**config.mk**
```make
export PLATFORM = sky130hd
export DESIGN_NAME = ifc_driver
export DESIGN_NICKNAME = d
export VERILOG_FILES = /design/src/rtl/ifc_pkg.sv /design/src/rtl/ifc_vec_gen.sv /design/src/rtl/ifc_driver.sv
export SDC_FILE = /design/constraint.sdc
export NUM_CORES = 1
export LEC_CHECK = 0
export ABC_AREA = 0
export CORE_MARGIN = 2
export CORE_UTILIZATION = 28
export CTS_BUF_LIST = sky130_fd_sc_hd__clkbuf_4 sky130_fd_sc_hd__clkbuf_8
export DETAILED_ROUTE_END_ITERATION = 8
export DONT_BUFFER_PORTS = 1
export HOLD_SLACK_MARGIN = 0.06
export SYNTH_ARGS = -nofsm -noshare
export SYNTH_HDL_FRONTEND = slang
export SYNTH_SLANG_ARGS = --single-unit
export TNS_END_PERCENT = 1
```
**constraint.sdc**
```tcl
create_clock -name CLK -period 3.25 [get_ports CLK]
set_input_delay 0.325 -clock CLK [delete_from_list [all_inputs] [get_ports CLK]]
set_output_delay 0.325 -clock CLK [all_outputs]
set_load 0.01 [all_outputs]
```
**src/rtl/ifc_pkg.sv**
```systemverilog
// ifc_driver shared types: FSM states, reference ops, generator constants.
// Imported by ifc_driver and ifc_vec_gen.
package ifc_pkg;

  typedef enum logic [2:0] {
    ST_IDLE  = 3'd0,
    ST_PUT   = 3'd1,
    ST_GET   = 3'd2,
    ST_CHECK = 3'd3,
    ST_DONE  = 3'd4,
    ST_ABORT = 3'd5
  } ifc_state_e;

  localparam logic [1:0] IFC_OP_OR  = 2'd0;
  localparam logic [1:0] IFC_OP_XOR = 2'd1;
  localparam logic [1:0] IFC_OP_AND = 2'd2;

  // Fibonacci taps 8,6,5,4 -> bits 7,5,4,3
  localparam logic [7:0] IFC_LFSR_SEED = 8'hA5;
  localparam logic [7:0] IFC_LFSR_TAPS = 8'hB8;

  function automatic logic ifc_expect(
    input logic [1:0] op,
    input logic       a,
    input logic       b
  );
    case (op)
      IFC_OP_OR:  return a | b;
      IFC_OP_XOR: return a ^ b;
      IFC_OP_AND: return a & b;
      default:    return 1'b0;
    endcase
  endfunction

endpackage

```
**src/rtl/ifc_vec_gen.sv**
```systemverilog
// ifc_driver operand generator: 2-bit counter, or 8-bit LFSR
// when IFC_DRIVER_LFSR_EN is defined.
module ifc_vec_gen
  import ifc_pkg::*;
(
  input  logic CLK,
  input  logic RST_N,
  input  logic load,
  input  logic advance,
  output logic a,
  output logic b
);

`ifdef IFC_DRIVER_LFSR_EN
  logic [7:0] lfsr_q;
  logic [7:0] lfsr_d;

  // reseed on load, shift in tap parity on advance
  always_comb begin
    lfsr_d = lfsr_q;
    if (load) begin
      lfsr_d = IFC_LFSR_SEED;
    end else if (advance) begin
      lfsr_d = {lfsr_q[6:0], ^(lfsr_q & IFC_LFSR_TAPS)};
    end
  end

  // generator register
  always_ff @(posedge CLK) begin
    if (!RST_N) lfsr_q <= IFC_LFSR_SEED;
    else        lfsr_q <= lfsr_d;
  end

  assign a = lfsr_q[7];
  assign b = lfsr_q[0];
`else
  logic [1:0] cnt_q;
  logic [1:0] cnt_d;

  // restart at zero on load, wrap 3->0 on advance
  always_comb begin
    cnt_d = cnt_q;
    if (load) begin
      cnt_d = 2'd0;
    end else if (advance) begin
      cnt_d = cnt_q + 2'd1;
    end
  end

  // generator register
  always_ff @(posedge CLK) begin
    if (!RST_N) cnt_q <= 2'd0;
    else        cnt_q <= cnt_d;
  end

  assign a = cnt_q[1];
  assign b = cnt_q[0];
`endif

endmodule

```
**src/rtl/ifc_driver.sv**
```systemverilog
// ifc_driver: self-checking a/b put, y get initiator.
// IFC_DRIVER_LFSR_EN selects the LFSR operand generator.
module ifc_driver
  import ifc_pkg::*;
#(
  parameter int unsigned NUM_VECTORS = 4,
  parameter int unsigned OP          = 1,
  parameter int unsigned TIMEOUT     = 64
) (
  input  logic       CLK,
  input  logic       RST_N,
  input  logic       start,
  output logic       a_data,
  output logic       a_en,
  input  logic       a_rdy,
  output logic       b_data,
  output logic       b_en,
  input  logic       b_rdy,
  output logic       y_en,
  input  logic       y_data,
  input  logic       y_rdy,
  output logic       busy,
  output logic       done,
  output logic       pass,
  output logic       timed_out,
  output logic [7:0] err_count,
  output logic [7:0] vec_count
);

  localparam logic [1:0] OpSel    = OP[1:0];
  localparam logic [7:0] VecLast  = 8'(NUM_VECTORS);
  localparam logic [7:0] WaitLast = 8'(TIMEOUT - 1);

  ifc_state_e state_q, state_d;
  logic       a_sent_q, a_sent_d;
  logic       b_sent_q, b_sent_d;
  logic [7:0] wait_q, wait_d;
  logic       y_q, y_d;
  logic       busy_q, busy_d;
  logic       done_q, done_d;
  logic       pass_q, pass_d;
  logic       to_q, to_d;
  logic [7:0] err_q, err_d;
  logic [7:0] vec_q, vec_d;
  logic       gen_load, gen_adv;
  logic       gen_a, gen_b;
  logic       abort;

  ifc_vec_gen u_gen (
    .CLK     (CLK),
    .RST_N   (RST_N),
    .load    (gen_load),
    .advance (gen_adv),
    .a       (gen_a),
    .b       (gen_b)
  );

  assign a_data = gen_a;
  assign b_data = gen_b;

  // reset kills enables combinationally, even mid-handshake
  assign a_en = RST_N & (state_q == ST_PUT) & a_rdy & ~a_sent_q;
  assign b_en = RST_N & (state_q == ST_PUT) & b_rdy & ~b_sent_q;
  assign y_en = RST_N & (state_q == ST_GET) & y_rdy;

  assign busy      = busy_q;
  assign done      = done_q;
  assign pass      = pass_q;
  assign timed_out = to_q;
  assign err_count = err_q;
  assign vec_count = vec_q;

  // run sequencing, handshake tracking, checker and wait timer
  always_comb begin
    state_d  = state_q;
    a_sent_d = a_sent_q;
    b_sent_d = b_sent_q;
    wait_d   = wait_q;
    y_d      = y_q;
    busy_d   = busy_q;
    done_d   = done_q;
    pass_d   = pass_q;
    to_d     = to_q;
    err_d    = err_q;
    vec_d    = vec_q;
    gen_load = 1'b0;
    gen_adv  = 1'b0;
    abort    = 1'b0;
    unique case (state_q)
      ST_IDLE, ST_DONE, ST_ABORT: begin
        if (start) begin
          state_d  = ST_PUT;
          a_sent_d = 1'b0;
          b_sent_d = 1'b0;
          wait_d   = 8'd0;
          busy_d   = 1'b1;
          done_d   = 1'b0;
          pass_d   = 1'b0;
          to_d     = 1'b0;
          err_d    = 8'd0;
          vec_d    = 8'd0;
          gen_load = 1'b1;
        end
      end
      ST_PUT: begin
        a_sent_d = a_sent_q | a_en;
        b_sent_d = b_sent_q | b_en;
        if (a_sent_d && b_sent_d) begin
          state_d = ST_GET;
          wait_d  = 8'd0;
        end else if (a_en || b_en) begin
          wait_d = 8'd0;
        end else if (wait_q == WaitLast) begin
          abort = 1'b1;
        end else begin
          wait_d = wait_q + 8'd1;
        end
      end
      ST_GET: begin
        if (y_en) begin
          y_d     = y_data;
          state_d = ST_CHECK;
          wait_d  = 8'd0;
        end else if (wait_q == WaitLast) begin
          abort = 1'b1;
        end else begin
          wait_d = wait_q + 8'd1;
        end
      end
      ST_CHECK: begin
        gen_adv = 1'b1;
        vec_d   = vec_q + 8'd1;
        if (ifc_expect(OpSel, gen_a, gen_b) != y_q
            && err_q != 8'hFF) begin
          err_d = err_q + 8'd1;
        end
        if (vec_d == VecLast) begin
          state_d = ST_DONE;
          busy_d  = 1'b0;
          done_d  = 1'b1;
          pass_d  = (err_d == 8'd0);
        end else begin
          state_d  = ST_PUT;
          a_sent_d = 1'b0;
          b_sent_d = 1'b0;
          wait_d   = 8'd0;
        end
      end
      default: state_d = ST_IDLE;
    endcase
    if (abort) begin
      state_d = ST_ABORT;
      busy_d  = 1'b0;
      done_d  = 1'b1;
      to_d    = 1'b1;
      pass_d  = 1'b0;
    end
  end

  // state and status registers
  always_ff @(posedge CLK) begin
    if (!RST_N) begin
      state_q  <= ST_IDLE;
      a_sent_q <= 1'b0;
      b_sent_q <= 1'b0;
      wait_q   <= 8'd0;
      y_q      <= 1'b0;
      busy_q   <= 1'b0;
      done_q   <= 1'b0;
      pass_q   <= 1'b0;
      to_q     <= 1'b0;
      err_q    <= 8'd0;
      vec_q    <= 8'd0;
    end else begin
      state_q  <= state_d;
      a_sent_q <= a_sent_d;
      b_sent_q <= b_sent_d;
      wait_q   <= wait_d;
      y_q      <= y_d;
      busy_q   <= busy_d;
      done_q   <= done_d;
      pass_q   <= pass_d;
      to_q     <= to_d;
      err_q    <= err_d;
      vec_q    <= vec_d;
    end
  end

endmodule

```
==> impl_metrics.yaml, run 1 <==
setup_path:
  reg2reg_depth: 7
  r2r-end: "wait_q[4]"
  worstSetupEndpointType: "register"
  worst_ep_required_time_ps: 3480
  crit_type: "register to register"
  slowest_delay_ps: 510
  arrival_ps: 2470
  rrSetupSlack_ps: 1020
  cp.depth: 7
  crit_family: "simple AND/OR/NAND/NOR gates"
  crit_path_start_kind: "register"
  crit_path_cell_trace: "ha_1 > or4b_1 > nor4_2 > nor2_1 > o21ai_0 > nand2_1 > a21oi_1"
  worstSetupEndpoint: "wait_q[4]"
  slowest_stage: "or4b_1"
  critPathLaunch: "vec_count[0]"
  worst-path-buf-inv: 0
  cp_max_fo: 8
  worstReg2RegStart: "vec_count[0]"
clocking:
  cts-resized-gates: 0
  cts_setup_buffers: 0
  holdBufCountCts: 0
  clock_latency_ps: 300
  cts_sinks: 36
  clk_path_buf_depth: 2
  numCtsBuffers: 5
  clk_pin_slew_ps: 70
  tritoncts: "built"
  cts.htree.levels: 2
  clockRootBuffer: "clkbuf_8"
drt:
  dr.pass1.iters: 5
  viasPerCell: 5.216
  ant_nets: 0
  vias: 1810
  routed_wl_um: 4924
  first_iter_violations: 157
  avgRoutedWirePerCell_um: 14.19
  drt_drc_violations_left: 0
die:
  start_util: 0.2919
  io_pins: 32
  dieArea_mm2: 0.007814
  coreArea_mm2: 0.006832
  die_w_um: 88.40
  row_count: 30
  die-height_um: 88.40
layout:
  n_antenna_cell: 0
  final_net_count: 261
  drive_above_1_share: 0.06375
  area_delta_synth_final_pct: 7.215
  n_fill_cell: 757
  layout_common_cells: "nand2_1, dfxtp_1, nor2_1, a21oi_1, o21ai_0"
placement:
  dp_hpwl_um: 3517
  portBuffers: 0
  gp_congestion: 0.8068
synthesis:
  syn_area_mm2: 0.001994
  seq_area_frac_synth: 0.3614
  netlist.area_leader.share: 0.3614
  synthDistinctLibCells: 45
  ys_ff_latch: 36
  ys_top_cells_by_area: "dfxtp_1, nand2_1, nor2_1"
  yosysTopAreaCell: "dfxtp_1"
  synthArstFlopShare: 0
  syn_inst: 256
  synth_flop_cell: "dfxtp_1"
  synth.avg_cell_area_um2: 7.791
  synthesis.nets: 266
  synth_edf_count: 0
  synth_warnings: 0
grt:
  grt_usage: 0.1297
  grt_max_degree: 17
  grt-ovfl-total: 0
  grt_pass1_wl_um: 7907
  grt_pass1_vias: 1624
  antenna_found_initial: 0
pwr:
  vdd_drop_max_mv: 0.1307
  fin_total_pwr_w: 0.0008505
  power_per_cell_area_mw_per_mm2: 397.7
  p_leak_nw: 0.7659
sta:
  max_slew.worst_pin.slew_ps: 740.2
  setup_viol: 0
  skew_ps: 5.941
  finalHoldViolCount: 0
  fmax_mhz: 447.8
  tns_ps: 0
  period_share: 0.6871
  maxSlewHeadroom: 0.5047
  rsz0062_at_grt: "false"
  fin_crit_ps: 2233
  slew_violations: 0
min_path:
  hp-start: "y_data"
  hold_path.class: "primary input to register"
job:
  maxCapViolCount: 0
outcome:
  status: "finished, final reports clean"
[cells in the mapped netlist (5+ instances only)]
cell type	n
dfxtp_1	36
nand2_1	36
nor2_1	33
a21oi_1	22
o21ai_0	18
nand4_1	9
and3_1	8
clkbuf_1	7
xor2_1	7
nand3_1	6
nor2b_1	6
nor3_1	5
xnor2_1	5
[report_power, final]
part           leakage, nW  internal [W]  total (W)  switching, W
clock               0.0400      0.000145   0.000315      0.000169
combinational        0.435     0.0000273  0.0000783     0.0000509
sequential           0.291      0.000448   0.000458    0.00000948
[state kept, by name, summed over array words and instances (netlist names)]
register / flops
y_q: 1
done: 1
vec_count: 8
timed_out: 1
pass: 1
busy: 1
state_q: 3
wait_q: 8
b_sent_q: 1
u_gen.cnt_q: 2
err_count: 8
a_sent_q: 1
[worst min path at each step]
stage / endpoint / depth (start not counted)
5_1_grt: err_count[2] / 1
6_report: y_q / 2
3_3_place_gp: y_q / 2
2_1_floorplan: y_q / 2
4_1_cts: y_q / 2
3_5_place_dp: y_q / 2
[final cells by class]
class	instances	area (um^2)	share of cell area
clock inverter	2	12.51	0.005851
sequential	36	720.7	0.3370
tap	96	120.1	0.05617
multi-input combinational	205	1205	0.5635
inverter	3	11.26	0.005266
clock buffer	5	68.82	0.03218
[kinds of logic after synthesis]
logic type,synth area share
adders and majority gates,0.01882
muxes,0.02258
and+or+nand+nor,0.3024
AOI/OAI and AO/OA,0.1951
buffers and inverters,0.03451
xor gates and xnor gates,0.06524
DFF,0.3614
[per-stage QoR]
stage / util / setup WS (ps) / instances / hold WS, ps / cell area [um^2]
after detailed placement: 0.3011 / 1040 / 340 / 451.8 / 2057
after CTS: 0.3130 / 1017 / 347 / 138.9 / 2138
final: 0.3130 / 1017 / 347 / 139.0 / 2138
after global placement: 0.3011 / 1050 / 340 / 444.0 / 2057
after floorplan: - / 1229 / 256 / 433.6 / 1994
after global routing: 0.3130 / 673.0 / 347 / 150.3 / 2138
[per-layer routing]
layer	wire length, um	part of all wire	track usage
met1	2288	0.46	0.1665
met2	2150	0.44	0.1996
met3	403	0.082	0.04664
met4	82	0.017	0.04959
met5	0	0	0
Power figures use the tool's default switching activity.
==> run 2: changes to the inputs <==
clock period = 1.9 ns   (was 3.25 ns; I/O delays follow)
==> run 2 against run 1 <==
Against the previous run:
- combinational power increased by 120%
- critical path type unchanged
- via count increased by 7.2%
- sequential share of layout area decreased by 4.5 points
- flip-flop and latch count unchanged
==> impl_metrics.yaml, run 2 (same netlist as run 1, synthesis figures left out) <==
sta:
  skew_ps: 6.817
  max_slew.worst_pin.slew_ps: 563.8
  maxSlewHeadroom: 0.6213
  timing.final.ws_setup_ps: 30.47
  fmax_mhz: 534.9
  fin_crit_ps: 1870
  tns_ps: 0
  setup_viol: 0
  period_share: 0.9840
  rsz0062_at_grt: "true"
  finalHoldViolCount: 0
  slew_violations: 0
die:
  coreArea_mm2: 0.006832
  die-height_um: 88.40
  die_w_um: 88.40
  start_util: 0.2919
  dieArea_mm2: 0.007814
  row_count: 30
  io_pins: 32
placement:
  portBuffers: 0
  dp_cells: 373
  pre_cts_ws_ps: -62.19
  gp_congestion: 0.8221
  dp_hpwl_um: 3949
clocking:
  tritoncts: "built"
  cts_setup_buffers: 0
  clk_pin_slew_ps: 80
  clock_latency_ps: 300
  cts_sinks: 36
  cts.htree.levels: 2
  clockRootBuffer: "clkbuf_8"
  numCtsBuffers: 5
  clk_path_buf_depth: 2
setup_path:
  worstSetupEndpointType: "register"
  crit_path_start_kind: "register"
  reg2reg_depth: 5
  worstReg2RegStart: "vec_count[0]"
  critPathLaunch: "vec_count[0]"
  crit_type: "register to register"
  arrival_ps: 2100
  worst_ep_required_time_ps: 2130
  cp_max_fo: 3
grt:
  grt_pass1_vias: 1781
  grt-ovfl-total: 0
  grt_max_degree: 15
  grt_usage: 0.1456
  grt_pass1_wl_um: 8811
  antenna_found_initial: 0
pwr:
  switchingPower_w: 0.0004309
  fin_total_pwr_w: 0.001664
  power_per_cell_area_mw_per_mm2: 666.5
  combPwrFrac: 0.102
  sequentialPowerShare: 0.470
  switching_share: 0.2590
  p_leak_nw: 0.9860
  power.internal_w: 0.001233
  vdd_drop_max_mv: 0.2998
  clockPowerShare: 0.428
layout:
  regArea_um2: 728.2
  n_antenna_cell: 0
  multiInputGateArea_mm2: 0.001234
  final-instance-count-excl-fill: 385
  n_fill_cell: 726
  final_net_count: 298
  final_util: 0.3654
  area_delta_synth_final_pct: 25.16
  layout_common_cells: "nand2_1, buf_4, nor2_1, dfxtp_1, a21oi_1"
  final_common_cell: "nand2_1"
  drive_above_1_share: 0.2111
drt:
  avgRoutedWirePerCell_um: 14.27
  viasPerCell: 5.042
  ant_nets: 0
  dr.pass1.iters: 4
  first_iter_violations: 116
  drt_drc_violations_left: 0
  vias: 1941
  routed_wl_um: 5495
outcome:
  status: "finished, final reports clean"
min_path:
  hold_path.class: "primary input to register"
  min_path_cells: 2
  hp-start: "b_rdy"
job:
  maxCapViolCount: 0
run 2: changes by cell type in the layout (fill, tap and decap cells not counted), sizes merged:
cell,before,now
buf,0,33
bufinv,0,1
clkinv,1,0
dlygate4sd3,0,4
inv,3,4
run 2: per-layer routing:
metal	GRT usage	share of wire	vias up
met2	0.2242	0.45	34
li1	-	-	974
met4	0.06061	0.016	0
met3	0.04384	0.059	9
met5	0	0	-
met1	0.1901	0.48	924
run 2: cell type report:
cell class	count	share of cell area
clock inverters	3	0.01855
multi-input cells	205	0.4942
well taps	96	0.04812
flip-flops and latches	36	0.2917
clock buffers	5	0.02757
repair buffers	37	0.1153
inverters	3	0.004511
run 2: metrics by stage:
step	hold WS [ps]	area (um^2)
after CTS	62.16	2467
after floorplan	298.6	2002
final	61.12	2496
after detailed placement	329.3	2311
after global routing	72.35	2496
after global placement	306.4	2311
run 2: power groups by stage:
stage,clock network [W],registers [W],logic [W]
6_report,0.000712,0.000781,0.000170
5_1_grt,0.000764,0.000783,0.000189
4_1_cts,0.000726,0.000781,0.000164
3_5_place_dp,0,0.000798,0.000155
3_3_place_gp,0,0.000798,0.000153
2_1_floorplan,0,0.000795,0.000109
run 2: what timing repair did:
item	in CTS	in global routing
gates resized for setup	4	4
pin swaps	1	2
endpoints found under the hold margin	5	2
hold buffers	2	2
endpoints found under the setup margin	8	12
run 2: final timing paths:
kind | endpoint | slack (ps)
max | pass | 30
min | b_sent_q | 60
max reg2reg | pass | 30
min reg2reg | y_q | 510
run 2: critical path: stages (launching register included):
cell	delay, ps
dfxtp_2	330
ha_1	150
or4b_4	490
or4_4	500
nand4b_1	190
a21oi_1	140
